[config.mk]
export PLATFORM = sky130hd
export DESIGN_NAME = log_event_arbiter
export DESIGN_NICKNAME = d
export VERILOG_FILES = /design/src/rtl/log_event_arbiter.sv
export SDC_FILE = /design/constraint.sdc
export NUM_CORES = 1
export LEC_CHECK = 0
export CORE_MARGIN = 1
export CORE_UTILIZATION = 35
export CTS_CLUSTER_SIZE = 24
export DETAILED_ROUTE_END_ITERATION = 8
export GPL_ROUTABILITY_DRIVEN = 0
export GPL_TIMING_DRIVEN = 0
export PLACE_DENSITY = 0.63
export SLEW_MARGIN = 10
export SYNTH_ARGS = -nofsm -noshare
export SYNTH_HDL_FRONTEND = slang
export SYNTH_SLANG_ARGS = --single-unit
[constraint.sdc]
create_clock -name clk -period 8.3 [get_ports clk]
set_input_delay 1.245 -clock clk [delete_from_list [all_inputs] [get_ports clk]]
set_output_delay 1.245 -clock clk [all_outputs]
set_load 0.005 [all_outputs]
[src/rtl/log_event_arbiter.sv]
// Round-robin event logger front end: severity filter, timestamping and a
// record FIFO draining through a valid/ready stream.
module log_event_arbiter #(
    parameter int NUM_SRC    = 4,
    parameter int CODE_WIDTH = 8,
    parameter int TS_WIDTH   = 16,
    parameter int FIFO_DEPTH = 8
) (
    input  logic                              clk,
    input  logic                              reset,
    input  logic [2:0]                        verbosity,
    input  logic [NUM_SRC-1:0]                req_valid,
    input  logic [3*NUM_SRC-1:0]              req_level,
    input  logic [CODE_WIDTH*NUM_SRC-1:0]     req_code,
    output logic [NUM_SRC-1:0]                req_ready,
    output logic                              out_valid,
    input  logic                              out_ready,
    output logic [$clog2(NUM_SRC)-1:0]        out_src,
    output logic [2:0]                        out_level,
    output logic [CODE_WIDTH-1:0]             out_code,
    output logic [TS_WIDTH-1:0]               out_ts,
    output logic [$clog2(FIFO_DEPTH):0]       fifo_count,
    output logic [15:0]                       filtered_count
);
    localparam int SRC_W = $clog2(NUM_SRC);
    localparam int PTR_W = $clog2(FIFO_DEPTH);

    typedef struct packed {
        logic [SRC_W-1:0]      src;
        logic [2:0]            level;
        logic [CODE_WIDTH-1:0] code;
        logic [TS_WIDTH-1:0]   ts;
    } rec_t;

    logic [NUM_SRC-1:0][2:0]            level_a;
    logic [NUM_SRC-1:0][CODE_WIDTH-1:0] code_a;
    assign level_a = req_level;
    assign code_a  = req_code;

    logic [TS_WIDTH-1:0] ts;
    logic [SRC_W-1:0]    last_grant;
    logic [SRC_W-1:0]    grant_idx;
    logic [SRC_W-1:0]    cand;
    logic                found;
    logic [PTR_W:0]      wr_ptr;
    logic [PTR_W:0]      rd_ptr;
    rec_t                mem [FIFO_DEPTH];
    rec_t                head;
    rec_t                new_rec;
    logic                full;
    logic                pass;
    logic                push;
    logic                pop;
    logic                filt;

    assign fifo_count = wr_ptr - rd_ptr;
    assign full       = (fifo_count == ($clog2(FIFO_DEPTH)+1)'(FIFO_DEPTH));
    assign out_valid  = (fifo_count != '0);
    assign pop        = out_valid && out_ready;

    // Round-robin search starting just after the last winner; no grant while
    // full (even if a pop is happening) or while reset is held.
    always_comb begin
        req_ready = '0;
        grant_idx = '0;
        cand      = '0;
        found     = 1'b0;
        if (!reset && !full) begin
            for (int k = 1; k <= NUM_SRC; k++) begin
                cand = SRC_W'((int'(last_grant) + k) % NUM_SRC);
                if (!found && req_valid[cand]) begin
                    found     = 1'b1;
                    grant_idx = cand;
                end
            end
            if (found) req_ready[grant_idx] = 1'b1;
        end
    end

    assign pass = (verbosity >= 3'd1) && (verbosity <= 3'd5) &&
                  (level_a[grant_idx] <= 3'd5) && (level_a[grant_idx] >= verbosity);
    assign push = found && pass;
    assign filt = found && !pass;

    assign new_rec = '{src: grant_idx, level: level_a[grant_idx],
                       code: code_a[grant_idx], ts: ts};

    always_ff @(posedge clk) begin
        if (reset) begin
            ts             <= '0;
            last_grant     <= SRC_W'(NUM_SRC - 1);
            wr_ptr         <= '0;
            rd_ptr         <= '0;
            filtered_count <= '0;
            for (int i = 0; i < FIFO_DEPTH; i++) mem[i] <= '0;
        end else begin
            ts <= ts + 1'b1;
            if (found) last_grant <= grant_idx;
            if (push) begin
                mem[wr_ptr[PTR_W-1:0]] <= new_rec;
                wr_ptr                 <= wr_ptr + 1'b1;
            end
            if (pop) rd_ptr <= rd_ptr + 1'b1;
            if (filt && filtered_count != 16'hFFFF) filtered_count <= filtered_count + 16'd1;
        end
    end

    assign head      = mem[rd_ptr[PTR_W-1:0]];
    assign out_src   = head.src;
    assign out_level = head.level;
    assign out_code  = head.code;
    assign out_ts    = head.ts;
endmodule
# == Yosys cells after proc, flatten, opt, wreduce, memory -nomap -nowiden ==
# Memories as Yosys holds them, arrays and structs flattened. A register that Yosys moved wholly into a read port is not among the register bits.
# Cells that the tools add are included.
# W data, S select, Z words.
# totals
ramBits,232
regBits,42
memories,1
# memory_table
name,words,word_bits,rd,rd_ports_with_merged_regs,wr,line_no,rtl
mem,8,29,1,1,8,47,rec_t mem [FIFO_DEPTH];
# op_classes
n_reduce_logical,20
order_cmp,11
addsub,9
muxes,41
eq_ne,2
# ops
op,n
$add A16 B1 Y16 const B,2
$mux W29,1
$reduce_or A29 Y1,1
$mux W1,20
$lt A2 B3 Y1 const B,6
$bmux W8 S2,1
$ne A16 B16 Y1 const B,1
$logic_and A1 B1 Y1,12
$mux W2,6
$mux W3,4
$add A4 B1 Y4 const B,2
$bmux W1 S2,4
$mux W4,2
$mux W8,1
$bmux W3 S2,1
$le A3 B3 Y1 const B,2
$logic_not A1 Y1,6
$add A2 B1 Y2 const B,2
$add A2 B2 Y2 const B,2
$eq A4 B4 Y1 const B,1
$reduce_bool A4 Y1,1
$sub A4 B4 Y4,1
$ge A3 B1 Y1 const B,1
$ge A3 B3 Y1,1
other kinds (2),2

# == Depth between registers and ports, before layout ==
# Gate-level depths: netlist of the first run.
# depth
ltp_word,29
ltp_mapped,22
ltp_nobuf,19

# == Least setup slack after synthesis of the first run ==
# Ideal clock, no wire load.
# synth_timing
kind,register to register
start,register wr_ptr[0]
end,"memory mem[6][0] (netlist name), enable pin"
t_arrival_ps,4947
slack_ps,2894
stages_incl_launch_ff,22
required_ps,7841
synth_period_minus_slack_ps,5406
cell_sequence,dfxtp_1 -> clkinv_1 -> ha_1 -> inv_1 -> fa_1 -> xor2_1 -> nor3_1 -> a31oi_1 -> and2_1 -> clkbuf_1 -> nand2_1 -> o221ai_1 -> ha_1 -> nand2b_1 -> o21ai_0 -> nor2_1 -> a41o_1 -> o21a_1 -> buf_2 -> nand4_1 -> buf_2 -> nand2_1
# synth_lines
element,line_no,rtl
start: declaration,45,logic [PTR_W:0] wr_ptr;
start signal: assignment,101,wr_ptr <= wr_ptr + 1'b1;
end: declaration,47,

==> results of run 1 <==
cell usage after synthesis, types with 2 or more instances:
master	count	share of area (%)
o21ai_1	2	0.078
a31oi_1	3	0.15
nand3_1	23	0.90
buf_2	14	0.55
nor4b_1	2	0.14
xnor2_1	5	0.34
edfxtp_1	232	54
and4_1	5	0.34
o311ai_1	3	0.21
a21o_1	3	0.18
nand2_2	3	0.15
mux4_2	58	10
mux2_2	29	2.6
buf_1	6	0.18
o31ai_1	9	0.53
nand4_1	8	0.39
a21oi_1	25	0.98
clkbuf_1	54	1.6
nor2b_1	3	0.15
and3_1	68	3.3
o21ai_0	13	0.51
dfxtp_1	45	7.0
nor2_1	135	4.0
ha_1	9	0.88
o21a_1	2	0.12
or4_1	10	0.59
nor3_1	6	0.23
nand2b_1	6	0.29
inv_1	19	0.56
mux2i_1	2	0.16
nand2_1	49	1.4
and2_1	67	3.3
o221ai_1	10	0.68
o41ai_1	3	0.21
or3_1	8	0.39
xor2_1	10	0.68
path summary, 6_finish.rpt:
check	cells past startpoint	slack, ns	endpoint
hold / removal	2	0.50	filtered_count[7]
setup / recovery	21	1.10	mem[7][5]
hold reg to reg	2	0.50	filtered_count[7]
setup reg to reg	21	1.10	mem[7][5]
stage by stage:
step | setup slack, ns | hold slack, ns | utilization, % | instances | instance area, µm²
floorplan | 2.894 | 0.4713 | - | 971 | 12800
global placement | 0.2043 | 0.4765 | 40.43 | 1539 | 14450
detailed placement | 1.040 | 0.4844 | 41.00 | 1547 | 14650
CTS | 1.103 | 0.4984 | 43.67 | 1600 | 15610
global route | 0.6121 | 0.5196 | 43.67 | 1600 | 15610
finish | 1.099 | 0.5023 | 43.67 | 1600 | 15610
flip-flops by register name, summed over array words and instances (netlist names), named ones only:
signal,flops
mem,232
filtered_count,16
ts,16
rd_ptr,4
wr_ptr,4
last_grant,2
routing by layer:
metal | vias up | part of all wire [%] | global-route usage [%]
li1 | 3935 | - | -
met1 | 4306 | 42 | 23.34
met2 | 268 | 50 | 31.72
met3 | 60 | 5.5 | 2.197
met4 | 0 | 2.6 | 5.215
met5 | - | 0 | 0
final cells by class:
type                            count  area share [%]
Timing Repair Buffer              115           8.033
Buffer                             76           2.012
Inverter                           20          0.4810
Tap cell                          461           3.696
Sequential cell                   277           50.41
Clock buffer                       42           5.219
Clock inverter                     11          0.8898
Multi-Input combinational cell    598           29.26
kinds of logic (layout without fill, tap and decap cells):
kind of cell | count (synthesis) | in the layout
simple gates | 399 | 399
flops | 277 | 277
buf+inv | 96 | 264
mux | 89 | 89
compound gates | 85 | 85
xor+xnor | 15 | 15
fa+ha+maj | 10 | 10
power by group through the flow:
stage | Sequential, mW | Clock [mW] | Combinational (mW)
after floorplan | 1.66 | 0 | 0.788
after global placement | 1.67 | 0 | 1.32
after detailed placement | 1.67 | 0 | 1.34
after CTS | 1.64 | 1.32 | 1.35
after global routing | 1.65 | 1.38 | 1.44
final | 1.64 | 1.31 | 1.33
worst max-delay path, cell delays in order, from the launching register on:
cell and delay [ns]:
dfxtp_1 0.43, clkinv_1 0.32, ha_1 0.32, inv_1 0.07, fa_1 0.17, xor2_1 0.25, nor3_1 0.14, a31oi_1 0.53
and2_1 0.25, clkbuf_1 0.41, nand2_1 0.41, o221ai_1 0.82, ha_1 0.37, nand2b_1 0.15, o21ai_0 0.15, nor2_1 0.07
a41o_1 0.29, o2111a_1 0.26, nand2_1 0.26, clkbuf_1 0.57, nand2_2 0.38, buf_12 0.29
==> results.py, run 1 <==
metrics = {
    "global_route": {
        "grt_overflow": 0,
        "grt_max_degree": 26,
        "grt_pass1_vias": 8836,
        "track_usage_pct": 18.03,
        "grt_pass1_wl_mm": 51.84,
        "antenna_found_initial": 0,
    },
    "finish": {
        "register_area_um2": 7868,
        "final_cell_mix": "edfxtp_1 (232), nor2_1 (135), clkdlybuf4s50_1 (107)",
        "drive_above_1_share_pct": 14.75,
        "layout_commonest_cell": "edfxtp_1",
        "multi_input_area_um2": 4567,
        "n_antenna_cell": 0,
        "area.growth.synth_to_final_pct": 21.90,
        "nFillCells": 3241,
        "nNetsFinal": 1181,
    },
    "timing": {
        "fin_crit_ns": 7.201,
        "tns_ns": 0,
        "worstMarginPinSlew_ns": 1.138,
        "drv_slew": 0,
        "finalClockSkew_ns": 0.02867,
        "finalHoldViolCount": 0,
        "fin_crit_sh_pct": 86.75,
        "clock.fmax_ghz": 0.1389,
        "rsz0062_at_grt": "no",
        "setup_viol": 0,
        "max-slew-margin-rel_pct": 24.16,
    },
    "pwr": {
        "power_frac_clock_pct": 30.6,
        "peakVddDrop_uv": 168.0,
        "p_sw_share_pct": 29.95,
        "p_int_mw": 2.998,
        "power.total_mw": 4.279,
        "powerDensity_nw_per_um2": 274.2,
        "pwr-share-seq_pct": 38.3,
        "power_frac_comb_pct": 31.1,
        "p_sw_mw": 1.282,
        "p_leak_nw": 5.691,
    },
    "drt": {
        "drt-total-wl_mm": 33.46,
        "wl_per_cell_um": 20.91,
        "first_pass_iters": 9,
        "drt_iter0_markers": 743,
        "ant_nets": 0,
        "vias_per_cell": 5.356,
        "dr_total_vias": 8569,
        "drc": 2,
    },
    "clocking": {
        "clk_pin_slew_ns": 0.06,
        "numCtsBuffers": 29,
        "cts_hold_buf": 0,
        "clk_latency_ns": 0.55,
        "cts_tree": "yes",
        "cts_sinks": 277,
        "clockBufferDepth": 3,
        "cts_setup_buffers": 0,
        "cts_htree_levels": 1,
        "cts_resized": 0,
        "cts_root_buf": "clkbuf_16",
    },
    "floorplanning": {
        "dieArea_um2": 37350,
        "ios": 108,
        "core_region_area_um2": 35740,
        "die_height_um": 193.3,
        "rows": 69,
        "die_x_um": 193.3,
        "start_util_pct": 35.82,
    },
    "synth": {
        "synthMuxAreaShare_pct": 12.91,
        "synthAdderAreaFrac_pct": 1.036,
        "yosysWarnings": 0,
        "synthXorXnorAreaFrac_pct": 1.026,
        "avgSynthCellArea_um2": 13.19,
        "netlist_area_um2": 12800,
        "synth_edf_count": 232,
        "synth_top_family_by_area": "simple AND/OR/NAND/NOR gates",
        "synth_compound_area_share_pct": 4.544,
        "ys_seq_area_share_pct": 61.45,
        "synth_ff_type": "edfxtp_1",
        "synthArstFlopShare_pct": 0,
        "synthSimpleGateAreaFrac_pct": 16.00,
        "synth_cells": 971,
        "synth.distinct_cells": 58,
        "syn-num-nets": 1035,
        "ys_seq_elements": 277,
    },
    "setup_path": {
        "critical_path.max_fanout": 21,
        "critPathLaunch": "wr_ptr[0]",
        "worstSetupEndpointType": "flip-flop",
        "reg2reg_from": "wr_ptr[0]",
        "required_ns": 8.58,
        "startpoint_type": "flip-flop",
        "path_class": "reg2reg",
        "cp.arrival_ns": 7.48,
    },
    "min_path": {
        "min_from": "filtered_count[7]",
        "hp-class": "reg2reg",
    },
    "status": {
        "outcome": "finished, violations left",
        "violations": "design-rule violations",
    },
    "place": {
        "portBuffers": 107,
        "dp_hpwl_mm": 22.41,
    },
    "job": {
        "cap_viol_max_count": 0,
    },
}
No activity file was read; power rests on OpenSTA's default activity.
==> inputs of run 2 (changes only) <==
--- a/config.mk
+++ b/config.mk
@@ -12,7 +12,7 @@
 export GPL_ROUTABILITY_DRIVEN = 0
 export GPL_TIMING_DRIVEN = 0
 export PLACE_DENSITY = 0.63
-export SLEW_MARGIN = 10
+export SLEW_MARGIN = 15
 export SYNTH_ARGS = -nofsm -noshare
 export SYNTH_HDL_FRONTEND = slang
 export SYNTH_SLANG_ARGS = --single-unit
==> results of run 2 <==
Final layout, timing and power as in run 1 (identical DEF).
